[config.mk]
export PLATFORM = sky130hd
export DESIGN_NAME = if_fetch_unit
export DESIGN_NICKNAME = d
export VERILOG_FILES = /design/src/rtl/if_fetch_unit.sv
export SDC_FILE = /design/constraint.sdc
export NUM_CORES = 1
export LEC_CHECK = 0
export ABC_AREA = 1
export CORE_ASPECT_RATIO = 0.6
export CORE_MARGIN = 3
export CORE_UTILIZATION = 30
export DETAILED_ROUTE_END_ITERATION = 6
export SETUP_SLACK_MARGIN = 0.1
export SYNTH_ARGS = -nofsm -noshare
export SYNTH_HDL_FRONTEND = slang
export SYNTH_SLANG_ARGS = --single-unit
[constraint.sdc]
create_clock -name clk -period 17.2 [get_ports clk]
set_input_delay 2.58 -clock clk [delete_from_list [all_inputs] [get_ports clk]]
set_output_delay 2.58 -clock clk [all_outputs]
set_load 0.05 [all_outputs]
[src/rtl/if_fetch_unit.sv]
`default_nettype none
// ============================================================================
//  Module      : if_fetch_unit
//  Description : IF-stage PC register and fetch sequencer. Issues word fetches
//                over a req/ack handshake and fills the IF/ID register.
//                Handles stall hold, wrong-path discard, redirects and a
//                one-entry hold buffer.
//  Revision    : 1.0  initial release
// ============================================================================
module if_fetch_unit #(
    parameter logic [31:0] RESET_PC  = 32'h0000_0000,
    parameter logic [31:0] NOP_INSTR = 32'h0000_0013
) (
    input  logic        clk,
    input  logic        rst,
    input  logic        take_jump,
    input  logic [31:0] jump_target,
    input  logic        stall,
    output logic        imem_req,
    output logic [31:0] imem_addr,
    input  logic        imem_ack,
    input  logic [31:0] imem_rdata,
    output logic        if_id_valid,
    output logic [31:0] if_id_pc,
    output logic [31:0] if_id_instr,
    output logic        misaligned_pc
);

    typedef enum logic [1:0] {
        S_IDLE    = 2'd0,
        S_FETCH   = 2'd1,
        S_HOLD    = 2'd2,
        S_DISCARD = 2'd3
    } state_t;

    state_t      state;
    logic [31:0] next_pc;
    logic [31:0] hold_pc;
    logic [31:0] hold_instr;

    logic [31:0] redirect_pc;
    logic [31:0] redirect_pc_inc;
    logic [31:0] next_pc_inc;
    logic        ack_valid;

    // Redirect target is forced word aligned; a misaligned low pair only flags.
    assign redirect_pc     = {jump_target[31:2], 2'b00};
    assign redirect_pc_inc = redirect_pc + 32'd4;
    assign next_pc_inc     = next_pc + 32'd4;
    // An ack only counts while a request is actually outstanding.
    assign ack_valid       = imem_req & imem_ack;

    // Fetch sequencer: PC, request, IF/ID register and hold buffer.
    always_ff @(posedge clk or posedge rst) begin
        if (rst) begin
            state         <= S_IDLE;
            next_pc       <= RESET_PC;
            imem_req      <= 1'b0;
            imem_addr     <= RESET_PC;
            if_id_valid   <= 1'b0;
            if_id_pc      <= 32'h0000_0000;
            if_id_instr   <= NOP_INSTR;
            misaligned_pc <= 1'b0;
            hold_pc       <= 32'h0000_0000;
            hold_instr    <= 32'h0000_0000;
        end else begin
            // Single-cycle flag tied to the redirect seen this cycle.
            misaligned_pc <= take_jump && (jump_target[1:0] != 2'b00);

            case (state)
                S_IDLE: begin
                    imem_req <= 1'b1;
                    state    <= S_FETCH;
                    if (take_jump) begin
                        imem_addr <= redirect_pc;
                        next_pc   <= redirect_pc_inc;
                    end else begin
                        imem_addr <= next_pc;
                        next_pc   <= next_pc_inc;
                    end
                end

                S_FETCH: begin
                    if (take_jump) begin
                        // The outstanding word is wrong-path either way.
                        if_id_valid <= 1'b0;
                        if (ack_valid) begin
                            imem_addr <= redirect_pc;
                            next_pc   <= redirect_pc_inc;
                        end else begin
                            next_pc <= redirect_pc;
                            state   <= S_DISCARD;
                        end
                    end else if (ack_valid) begin
                        if (!stall) begin
                            if_id_valid <= 1'b1;
                            if_id_pc    <= imem_addr;
                            if_id_instr <= imem_rdata;
                            imem_addr   <= next_pc;
                            next_pc     <= next_pc_inc;
                        end else begin
                            // IF/ID is frozen, so park the word and pause fetch.
                            hold_pc    <= imem_addr;
                            hold_instr <= imem_rdata;
                            imem_req   <= 1'b0;
                            state      <= S_HOLD;
                        end
                    end else if (!stall) begin
                        // Memory still busy: insert a bubble.
                        if_id_valid <= 1'b0;
                    end
                end

                S_HOLD: begin
                    if (take_jump) begin
                        hold_pc     <= 32'h0000_0000;
                        hold_instr  <= 32'h0000_0000;
                        if_id_valid <= 1'b0;
                        imem_req    <= 1'b1;
                        imem_addr   <= redirect_pc;
                        next_pc     <= redirect_pc_inc;
                        state       <= S_FETCH;
                    end else if (!stall) begin
                        if_id_valid <= 1'b1;
                        if_id_pc    <= hold_pc;
                        if_id_instr <= hold_instr;
                        imem_req    <= 1'b1;
                        imem_addr   <= next_pc;
                        next_pc     <= next_pc_inc;
                        state       <= S_FETCH;
                    end
                end

                S_DISCARD: begin
                    // Request stays frozen until memory answers; data is dropped.
                    if (ack_valid) begin
                        state <= S_FETCH;
                        if (take_jump) begin
                            imem_addr <= redirect_pc;
                            next_pc   <= redirect_pc_inc;
                        end else begin
                            imem_addr <= next_pc;
                            next_pc   <= next_pc_inc;
                        end
                    end else if (take_jump) begin
                        next_pc <= redirect_pc;
                    end
                end

                default: begin
                    state <= S_IDLE;
                end
            endcase
        end
    end

endmodule
`default_nettype wire

==> reports/metrics.yaml <==
synth:
  synth.avg_cell_area_um2: 6.964
  yosys.cell_types.count: 42
  ys_ff_latch: 197
  synth_area_um2: 12420
  ys_seq_area_share_pct: 39.73
  synth_commonest_cells: "nand2_1 (526), nand3_1 (207), dfrtp_1 (194)"
  synth_edf_count: 0
  synth_warnings: 0
  netlist.area_leader.share_pct: 39.10
  syn_nets: 1858
  yosys-top-cells-area: "dfrtp_1 (39%), nand2_1 (16%), nand3_1 (8.3%), o21ai_0 (5.8%), inv_1 (5.6%)"
  yosysMostFrequentCell: "nand2_1"
  yosys.area.top_type: "dfrtp_1"
  ys_async_sr_fraction_pct: 100.0
  synthFlopType: "dfrtp_1"
  synth_cells: 1783
cts:
  cts_max_path_buffers: 2
  cts_tree: "yes"
  clk_pin_slew_worst_paths_ns: 0.08
  cts_resized: 0
  cts-root-buf: "clkbuf_16"
  htree_levels: 4
  cts_sinks: 197
  cts_hold_buf: 0
  post_cts_buffers: 0
  cts_made_buffers: 17
  clk_latency_ns: 0.45
floorplan:
  start_util_pct: 30.54
  pin_count: 168
  die_height_um: 163.6
  die_w_um: 268.6
  die_area_um2: 43950
  core_area_um2: 40650
  std_cell_rows: 57
sta:
  setup_ws_ns: 11.04
  rsz0062_at_grt: "false"
  period_needed_ns: 6.159
  fmax_mhz: 162.4
  slew_headroom_pct: 25.63
  hold_viol_final: 0
  timing.hold.ws_ns: 0.4919
  drv_slew: 0
  finalClockSkew_ns: 0.01782
  fin_tns_setup_ns: 0
  period_share_pct: 35.81
  worst_pin_slew_ns: 1.114
  setup_viol: 0
worst_setup_path:
  rrSetupSlack_ns: 13.41
  critPathMaxStageDelay_ns: 0.88
  cp.required_ns: 17.54
  cp_common_cell: "buf_4"
  crit-reg2reg-launch: "state[1]$_DFFE_PP0P_"
  crit_arrival_ns: 6.50
  r2r_cells: 10
  worstSetupEndpointType: "flop"
  criticalPathCategory: "in -> reg"
  rr_endpoint: "if_id_instr[10]$_DFFE_PP0P_"
  critPathSlowestCell: "nor2_4"
  crit_chain: "clkdlybuf4s50_1, nor2_4, inv_1, nor3_4, buf_4, buf_4, o211ai_1, o21a_1"
  worstPathMaxFanout: 88
  cp-start-kind: "primary input"
place:
  io_buffers: 167
  pre_cts_ws_ns: 10.57
  place_congestion: 0.9614
  dpl.cell_count: 2398
  post-dp-hpwl_um: 33020
  dpl_cell_area_um2: 14420
route:
  wl_per_cell_um: 19.07
  drt_pass1_iterations: 6
  num_vias: 12695
  drt-total-wl_um: 46350
  via_per_inst: 5.224
  drt_iter0_markers: 1508
  drcViolationCount: 0
  drtAntennaViolNets: 0
global_routing:
  grt_pass1_vias: 11489
  use_met2_pct: 29.72
  overflow: 0
  met3_usage_pct: 4.788
  antenna_found_initial: 1
  track_usage_pct: 21.23
  gr-usage-met1_pct: 32.70
  grt_pass1_wl_um: 71190
  grt_max_degree: 106
  busiest_layer: "met1"
min_path:
  hold_end: "if_id_pc[20]$_DFFE_PP0P_"
  hold_path.class: "reg -> reg"
  min_from: "if_id_pc[20]$_DFFE_PP0P_"
  holdPathStages: 1
layout:
  final_cells: 2430
  final_area_um2: 15020
  antenna_cells: 0
  syn2layout_area_growth_pct: 20.99
  drive_gt1_share_pct: 5.371
  nets: 1961
pwr:
  power.share.clock_pct: 14.3
  p_sw_mw: 1.544
  p_leak_nw: 6.670
  vdd_ir_drop_max_v: 0.0001136
  swShare_pct: 52.16
  power.density_nw_per_um2: 197.0
  p_int_mw: 1.416
  p_seq_share_pct: 29.5
  combPwrFrac_pct: 56.2
outcome:
  status: "completed"
flow_run:
  cap_violations: 0
-- layer usage --
layer | routed length [um] | vias up
met5 | 2 | -
met4 | 707 | 2
met3 | 4511 | 54
met2 | 18840 | 562
met1 | 22290 | 6063
li1 | - | 6014
-- per-stage QoR --
step | util [%] | total power [mW]
2_1_floorplan | - | 1.983
3_3_place_gp | 35.48 | 2.511
3_5_place_dp | 35.48 | 2.537
4_1_cts | 36.96 | 2.972
5_1_grt | 36.96 | 3.175
6_report | 36.96 | 2.960
-- worst max-delay path, delay by kind of cell --
| kind | cells | cell delay (ns) |
|---|---|---|
| AOI/OAI and AO/OA | 2 | 0.36 |
| buffers and inverters | 4 | 2.17 |
| and+or+nand+nor | 2 | 1.27 |
-- power groups by stage --
stage               registers, mW  clock network, mW  logic (mW)
finish                      0.875              0.423        1.66
global route                0.901              0.453        1.82
CTS                         0.874              0.435        1.66
detailed placement          0.881                  0        1.66
global placement            0.878                  0        1.63
floorplan                    1.21                  0       0.773
-- cells by family after synthesis --
kind of cell | Yosys count | synth area share (%)
and+or+nand+nor | 917 | 31.61
AOI/OAI and AO/OA | 359 | 17.42
buffers and inverters | 290 | 9.633
DFF | 197 | 39.73
xor gates and xnor gates | 13 | 0.9170
adders and majority gates | 6 | 0.6046
muxes | 1 | 0.08062
-- worst max path at each step --
stage / startpoint / end / slack, ns / cells after the start
3_5_place_dp: stall / if_id_instr[10]$_DFFE_PP0P_ / 10.57 / 8
6_report: stall / if_id_instr[10]$_DFFE_PP0P_ / 11.04 / 8
2_1_floorplan: rst / hold_instr[0]$_DFFE_PP0P_ / 9.26 / 1
5_1_grt: stall / if_id_pc[25]$_DFFE_PP0P_ / 10.85 / 8
3_3_place_gp: stall / if_id_pc[24]$_DFFE_PP0P_ / 10.68 / 8
4_1_cts: stall / if_id_instr[10]$_DFFE_PP0P_ / 11.06 / 8
-- sequential cells by signal, summed over array words and instances (netlist names), 2 cells and up --
name,cells
if_id_pc,32
if_id_instr,32
state,2
hold_pc,32
next_pc,32
imem_addr,32
hold_instr,32
-- cell usage in the layout, fill, tap and decap left out, types with 17 or more instances in the layout --
cell / netlist / layout
a21oi_1: 49 / 48
clkbuf_16: 0 / 17
clkdlybuf4s50_1: 0 / 166
dfrtp_1: 194 / 194
inv_1: 186 / 185
nand2_1: 526 / 526
nand3_1: 207 / 207
nor2_1: 134 / 133
o211ai_1: 71 / 71
o21a_1: 64 / 64
o21ai_0: 143 / 143
o21ai_1: 21 / 21
-- final cells by class --
cell class / count / area (um2)
clock inverters: 14 / 160.2
multi-input cells: 1296 / 6307
fillers: 4222 / 25630
repair buffers: 183 / 1787
inverters: 191 / 732.0
clock buffers: 18 / 439.2
well taps: 531 / 664.4
flip-flops and latches: 197 / 4933
Note: power is estimated with default switching activity, not from simulation.
